[src/rtl/clk_reset_seq.sv]
// clk_reset_seq: clock bring-up sequencer for a bank of three DCMs.
// Pulses the DCM reset and waits for all three lock flags. The locks must then
// stay high for a settle window before downstream reset is released. A failed
// attempt is retried until the retry budget is spent. A lock loss while running
// triggers a new bring-up.
//
// Ports
//   CLOCK_13   in   free-running 13 MHz clock (only clock)
//   RST_N      in   asynchronous active-low reset
//   LOCKED_IN  in   [2:0] per-DCM lock flags, asynchronous to CLOCK_13
//   RESTART    in   synchronous restart request, level-sampled
//   DCM_RST    out  reset to all DCMs, active high
//   SYS_RST_N  out  active-low reset to downstream logic
//   READY      out  clocks stable
//   FAULT      out  retry budget exhausted
//   RETRY_CNT  out  [3:0] failed attempts since last RUN entry or RESTART
//   LOSS_CNT   out  [7:0] lock losses seen in RUN, saturating
//   STATE      out  [2:0] encoded FSM state
`timescale 1ns/1ps
module clk_reset_seq #(
  parameter int unsigned RST_CYCLES    = 8,
  parameter int unsigned LOCK_TIMEOUT  = 65535,
  parameter int unsigned SETTLE_CYCLES = 1024,
  parameter int unsigned MAX_RETRIES   = 7
) (
  input  logic       CLOCK_13,
  input  logic       RST_N,
  input  logic [2:0] LOCKED_IN,
  input  logic       RESTART,
  output logic       DCM_RST,
  output logic       SYS_RST_N,
  output logic       READY,
  output logic       FAULT,
  output logic [3:0] RETRY_CNT,
  output logic [7:0] LOSS_CNT,
  output logic [2:0] STATE
);

  localparam logic [2:0] StResetHold = 3'd0;
  localparam logic [2:0] StWaitLock  = 3'd1;
  localparam logic [2:0] StSettle    = 3'd2;
  localparam logic [2:0] StRun       = 3'd3;
  localparam logic [2:0] StFault     = 3'd4;

  // Terminal values of the shared cycle counter for each timed state.
  localparam logic [15:0] RstLast     = 16'(RST_CYCLES - 1);
  localparam logic [15:0] TimeoutLast = 16'(LOCK_TIMEOUT - 1);
  localparam logic [15:0] SettleLast  = 16'(SETTLE_CYCLES - 1);
  localparam logic [3:0]  RetryMax    = 4'(MAX_RETRIES);

  logic [2:0]  lock_meta_q, lock_sync_q;
  logic        locked;
  logic [2:0]  state_q, state_d;
  logic [15:0] cnt_q, cnt_d;
  logic [3:0]  retry_q, retry_d, retry_inc;
  logic [7:0]  loss_q, loss_d;
  logic        dcm_rst_q, dcm_rst_d;
  logic        sys_rst_n_q, sys_rst_n_d;
  logic        ready_q, ready_d;
  logic        fault_q, fault_d;
  logic        attempt_failed;

  assign locked    = &lock_sync_q;
  assign retry_inc = retry_q + 4'd1;

  always_comb begin
    state_d        = state_q;
    cnt_d          = cnt_q;
    retry_d        = retry_q;
    loss_d         = loss_q;
    dcm_rst_d      = dcm_rst_q;
    sys_rst_n_d    = sys_rst_n_q;
    ready_d        = ready_q;
    fault_d        = fault_q;
    attempt_failed = 1'b0;

    case (state_q)
      StResetHold: begin
        dcm_rst_d   = 1'b1;
        sys_rst_n_d = 1'b0;
        ready_d     = 1'b0;
        fault_d     = 1'b0;
        if (cnt_q == RstLast) begin
          state_d   = StWaitLock;
          cnt_d     = '0;
          dcm_rst_d = 1'b0;
        end else begin
          cnt_d = cnt_q + 16'd1;
        end
      end
      StWaitLock: begin
        dcm_rst_d = 1'b0;
        // Lock wins over a timeout landing on the same cycle.
        if (locked) begin
          state_d = StSettle;
          cnt_d   = '0;
        end else if (cnt_q == TimeoutLast) begin
          attempt_failed = 1'b1;
        end else begin
          cnt_d = cnt_q + 16'd1;
        end
      end
      StSettle: begin
        if (!locked) begin
          attempt_failed = 1'b1;
        end else if (cnt_q == SettleLast) begin
          state_d     = StRun;
          cnt_d       = '0;
          sys_rst_n_d = 1'b1;
          ready_d     = 1'b1;
          retry_d     = '0;
        end else begin
          cnt_d = cnt_q + 16'd1;
        end
      end
      StRun: begin
        if (!locked) begin
          state_d     = StResetHold;
          cnt_d       = '0;
          dcm_rst_d   = 1'b1;
          sys_rst_n_d = 1'b0;
          ready_d     = 1'b0;
          loss_d      = (loss_q == 8'hFF) ? loss_q : loss_q + 8'd1;
        end
      end
      StFault: begin
        fault_d     = 1'b1;
        dcm_rst_d   = 1'b0;
        sys_rst_n_d = 1'b0;
        ready_d     = 1'b0;
      end
      default: begin
        // Unused encodings recover through a full reset pulse.
        state_d     = StResetHold;
        cnt_d       = '0;
        dcm_rst_d   = 1'b1;
        sys_rst_n_d = 1'b0;
        ready_d     = 1'b0;
        fault_d     = 1'b0;
      end
    endcase

    if (attempt_failed) begin
      retry_d = retry_inc;
      cnt_d   = '0;
      if (retry_inc == RetryMax) begin
        state_d   = StFault;
        fault_d   = 1'b1;
        dcm_rst_d = 1'b0;
      end else begin
        state_d   = StResetHold;
        dcm_rst_d = 1'b1;
      end
    end

    // Restart overrides everything except the loss history.
    if (RESTART) begin
      state_d     = StResetHold;
      cnt_d       = '0;
      retry_d     = '0;
      fault_d     = 1'b0;
      dcm_rst_d   = 1'b1;
      sys_rst_n_d = 1'b0;
      ready_d     = 1'b0;
    end
  end

  always_ff @(posedge CLOCK_13 or negedge RST_N) begin
    if (!RST_N) begin
      lock_meta_q <= '0;
      lock_sync_q <= '0;
      state_q     <= StResetHold;
      cnt_q       <= '0;
      retry_q     <= '0;
      loss_q      <= '0;
      dcm_rst_q   <= 1'b1;
      sys_rst_n_q <= 1'b0;
      ready_q     <= 1'b0;
      fault_q     <= 1'b0;
    end else begin
      lock_meta_q <= LOCKED_IN;
      lock_sync_q <= lock_meta_q;
      state_q     <= state_d;
      cnt_q       <= cnt_d;
      retry_q     <= retry_d;
      loss_q      <= loss_d;
      dcm_rst_q   <= dcm_rst_d;
      sys_rst_n_q <= sys_rst_n_d;
      ready_q     <= ready_d;
      fault_q     <= fault_d;
    end
  end

  assign DCM_RST   = dcm_rst_q;
  assign SYS_RST_N = sys_rst_n_q;
  assign READY     = ready_q;
  assign FAULT     = fault_q;
  assign RETRY_CNT = retry_q;
  assign LOSS_CNT  = loss_q;
  assign STATE     = state_q;

endmodule

[config.mk]
export PLATFORM = sky130hd
export DESIGN_NAME = clk_reset_seq
export DESIGN_NICKNAME = d
export VERILOG_FILES = /design/src/rtl/clk_reset_seq.sv
export SDC_FILE = /design/constraint.sdc
export NUM_CORES = 1
export LEC_CHECK = 0
export CELL_PAD_IN_SITES_DETAIL_PLACEMENT = 1
export CELL_PAD_IN_SITES_GLOBAL_PLACEMENT = 1
export CORE_ASPECT_RATIO = 1.75
export CORE_MARGIN = 2
export CORE_UTILIZATION = 39
export CTS_CLUSTER_DIAMETER = 80
export DETAILED_ROUTE_END_ITERATION = 12
export PLACE_DENSITY_LB_ADDON = 0.1
export SYNTH_ARGS = -nofsm -noshare
export SYNTH_HDL_FRONTEND = slang
export SYNTH_SLANG_ARGS = --single-unit
[constraint.sdc]
create_clock -name CLOCK_13 -period 2.6 [get_ports CLOCK_13]
set_clock_uncertainty 0.15 [all_clocks]
set_input_delay 0.39 -clock CLOCK_13 [delete_from_list [all_inputs] [get_ports CLOCK_13]]
set_output_delay 0.39 -clock CLOCK_13 [all_outputs]
set_load 0.02 [all_outputs]
==> qor.yml <==
run_status:
  status: "completed"
synthesis:
  ys_types: 48
  synth_fa_ha_area_share_pct: 2.94
  synth_nets: 233
  synthFlopType: "dfrtp_1"
  synth_seq_cells: 40
  synth_xor_area_share_pct: 4.12
  syn_area_um2: 2120
  yosysSeqAreaShare_pct: 47.2
  muxShareOfSynthArea_pct: 1.47
  synth_top_family_by_area: "simple AND/OR/NAND/NOR gates"
  synth_compound_area_share_pct: 17.6
  synth-edff-count: 0
  synth-simple-area-share_pct: 23.5
  yosysWarnings: 0
  avgSynthCellArea_um2: 9.57
  synth_cells: 222
  ys_async_sr_fraction_pct: 100
cts:
  numCtsBuffers: 5
  clock_latency_ns: 0.30
  cts_tree: "done"
  clkTransAtPathRegs_ns: 0.08
  cts.path.max_buffers: 2
  cts_root_buffer: "clkbuf_8"
  htreeDepth: 2
  cts.sink_count: 40
power:
  clockPowerShare_pct: 31.6
  p_comb_share_pct: 25.0
  p_leak_nw: 1.23
  p_sw_mw: 0.463
  switching_share_pct: 29.0
  peakVddDrop_mv: 0.339
  p_per_area_nw_per_um2: 591
  seqPwrFrac_pct: 43.4
  p_int_mw: 1.13
floorplanning:
  die_x_um: 59.8
  coreArea_um2: 5260
  die_h_um: 102
  std_cell_rows: 35
  ioPinCount: 25
  start_util_pct: 40.4
  die_area_um2: 6080
grt:
  grt_remaining_overflow: 0
  grt_pass1_wl_um: 9710
  grt_pass1_vias: 2048
  antenna_found_initial: 0
  grt_max_degree: 41
  gr-usage-all-layers_pct: 21.1
detailed_routing:
  vias: 1892
  drtPass1Iterations: 4
  wl_um: 5740
  vias_per_cell: 5.84
  wl_per_cell_um: 17.7
  antenna_left: 0
  drc: 0
  drtIter0Drc: 43
critical_path:
  setup.worst_path.class: "reg -> reg"
  cp_max_fo: 12
  setup.worst_path.end_class: "register"
  cp_top_family: "simple AND/OR/NAND/NOR gates"
  r2r_end: "cnt_q[3]"
  cp.arrival_ns: 2.58
  rr_startpoint: "cnt_q[10]"
  path_buf_inv: 1
  worstSetupStartpointType: "register"
  critical-path-max-stage-delay_ns: 0.57
  rr_worst_depth: 7
  worstPathRequired_ns: 2.64
  rrSetupSlack_ns: 0.06
  startpoint: "cnt_q[10]"
  cp_num_cells: 7
  cp_cell_sequence: "or4_4, or4_4, nand2_4, a31oi_4, buf_12, a21o_1, a21o_1"
  crit_slowest_cell: "or4_4"
  endpoint: "cnt_q[3]"
timing:
  tightest_slew_ns: 0.887
  slew_violations: 0
  hold_viol_final: 0
  fmax_mhz: 393
  setup_ws_ns: 0.0586
  finalCritPeriodShare_pct: 97.7
  setup_viol: 0
  relSlewSlack_pct: 40.9
  finalSetupTns_ns: 0
  final.min_clock_period_ns: 2.54
layout:
  fin_area_um2: 2700
  layout_commonest_cell: "dfrtp_1"
  nets: 279
  fillers: 629
  areaGrowthSynthToFinish_pct: 26.9
  layout_common_cells: "39 x dfrtp_1, 26 x nand2_1, 23 x clkdlybuf4s50_1, 23 x buf_4, 16 x nand3_1"
  drive_above_1_share_pct: 15.6
  antennaDiodeCount: 0
job:
  maxCapViolCount: 0
place:
  pre_cts_ws_ns: 0.0601
  portBuffers: 24
  gp_congestion: 0.862
  dpl_cell_area_um2: 2570
  hpwl_um: 4300
worst_hold_path:
  hold_class: "in -> async"
cells in the mapped netlist (2+ instances only):
| cell type | instances | area share [%] |
|---|---|---|
| nor3_1 | 10 | 2.4 |
| nand2b_1 | 2 | 0.59 |
| or3_1 | 3 | 0.88 |
| xor2_1 | 3 | 1.2 |
| nand4_1 | 7 | 2.1 |
| and3_1 | 8 | 2.4 |
| inv_1 | 6 | 1.1 |
| mux2i_1 | 2 | 0.94 |
| nand2_1 | 26 | 4.6 |
| or4_4 | 2 | 1.1 |
| a22o_1 | 3 | 1.2 |
| a31oi_1 | 3 | 0.88 |
| dfrtp_1 | 39 | 46 |
| nor2b_1 | 2 | 0.59 |
| o21bai_1 | 3 | 1.1 |
| o21ai_0 | 11 | 2.6 |
| nor2_1 | 10 | 1.8 |
| xnor2_1 | 7 | 2.9 |
| a21oi_1 | 13 | 3.1 |
| nor4_1 | 3 | 0.88 |
| clkbuf_1 | 6 | 1.1 |
| a21o_1 | 7 | 2.5 |
| ha_1 | 5 | 2.9 |
| a211o_1 | 2 | 0.82 |
| nand3_1 | 16 | 3.8 |
worst min path at each step:
stage | start | to | slack [ns] | cells past startpoint
after detailed placement | lock_meta_q[2] | lock_sync_q[2] | 0.19 | 0
after floorplan | RST_N | FAULT | -0.06 | 0
after CTS | RST_N | cnt_q[12] | 0.11 | 1
after global routing | RST_N | cnt_q[11] | 0.14 | 1
after global placement | lock_meta_q[1] | lock_sync_q[1] | 0.19 | 0
final | RST_N | cnt_q[11] | 0.06 | 1
timing repair:
action	CTS	global route
buffers inserted	0	1
setup endpoints to repair	0	5
hold buffers	0	0
gates resized for setup	0	2
hold endpoints to repair	0	0
cells by family after synthesis:
group	after synthesis
xor gates and xnor gates	10
muxes	3
AOI/OAI and AO/OA	54
DFF	40
buffers and inverters	15
adders and majority gates	5
and+or+nand+nor	95
layer usage:
| metal | share of wire [%] | wire, um | global-route usage [%] | vias up |
|---|---|---|---|---|
| li1 | - | - | - | 899 |
| met1 | 37 | 2100 | 22.0 | 954 |
| met2 | 58 | 3350 | 40.1 | 27 |
| met3 | 2.3 | 132 | 3.19 | 12 |
| met4 | 2.8 | 159 | 8.55 | 0 |
| met5 | 0 | 0 | 0 | - |
registers in the layout (all words and copies together), names as in the netlist:
register and cells:
cnt_q 16, LOSS_CNT 8, RETRY_CNT 4, STATE 3
lock_meta_q 3, lock_sync_q 3, DCM_RST 1, FAULT 1
READY 1
power groups by stage:
stage | sequential [mW] | combinational (mW) | clock, mW
2_1_floorplan | 0.720 | 0.182 | 0
3_3_place_gp | 0.702 | 0.373 | 0
3_5_place_dp | 0.703 | 0.379 | 0
4_1_cts | 0.692 | 0.383 | 0.519
5_1_grt | 0.696 | 0.436 | 0.540
6_report | 0.692 | 0.399 | 0.504
metrics by stage:
step	utilization (%)	instances	hold slack [ns]	power (mW)
2_1_floorplan	-	222	-0.0556	0.902
3_3_place_gp	48.9	315	0.190	1.07
3_5_place_dp	48.9	315	0.189	1.08
4_1_cts	50.9	323	0.105	1.59
5_1_grt	51.3	324	0.142	1.67
6_report	51.3	324	0.0601	1.59
area by class of cell:
class / count / area [um2] / share of cell area, %
Timing Repair Buffer: 48 / 428 / 15.9
Inverter: 6 / 22.5 / 0.836
Tap cell: 55 / 68.8 / 2.55
Sequential cell: 40 / 1000 / 37.2
Multi-Input combinational cell: 167 / 1070 / 39.6
Clock buffer: 6 / 72.6 / 2.69
Clock inverter: 2 / 35.0 / 1.30
Note: power is estimated with default switching activity, not from simulation.
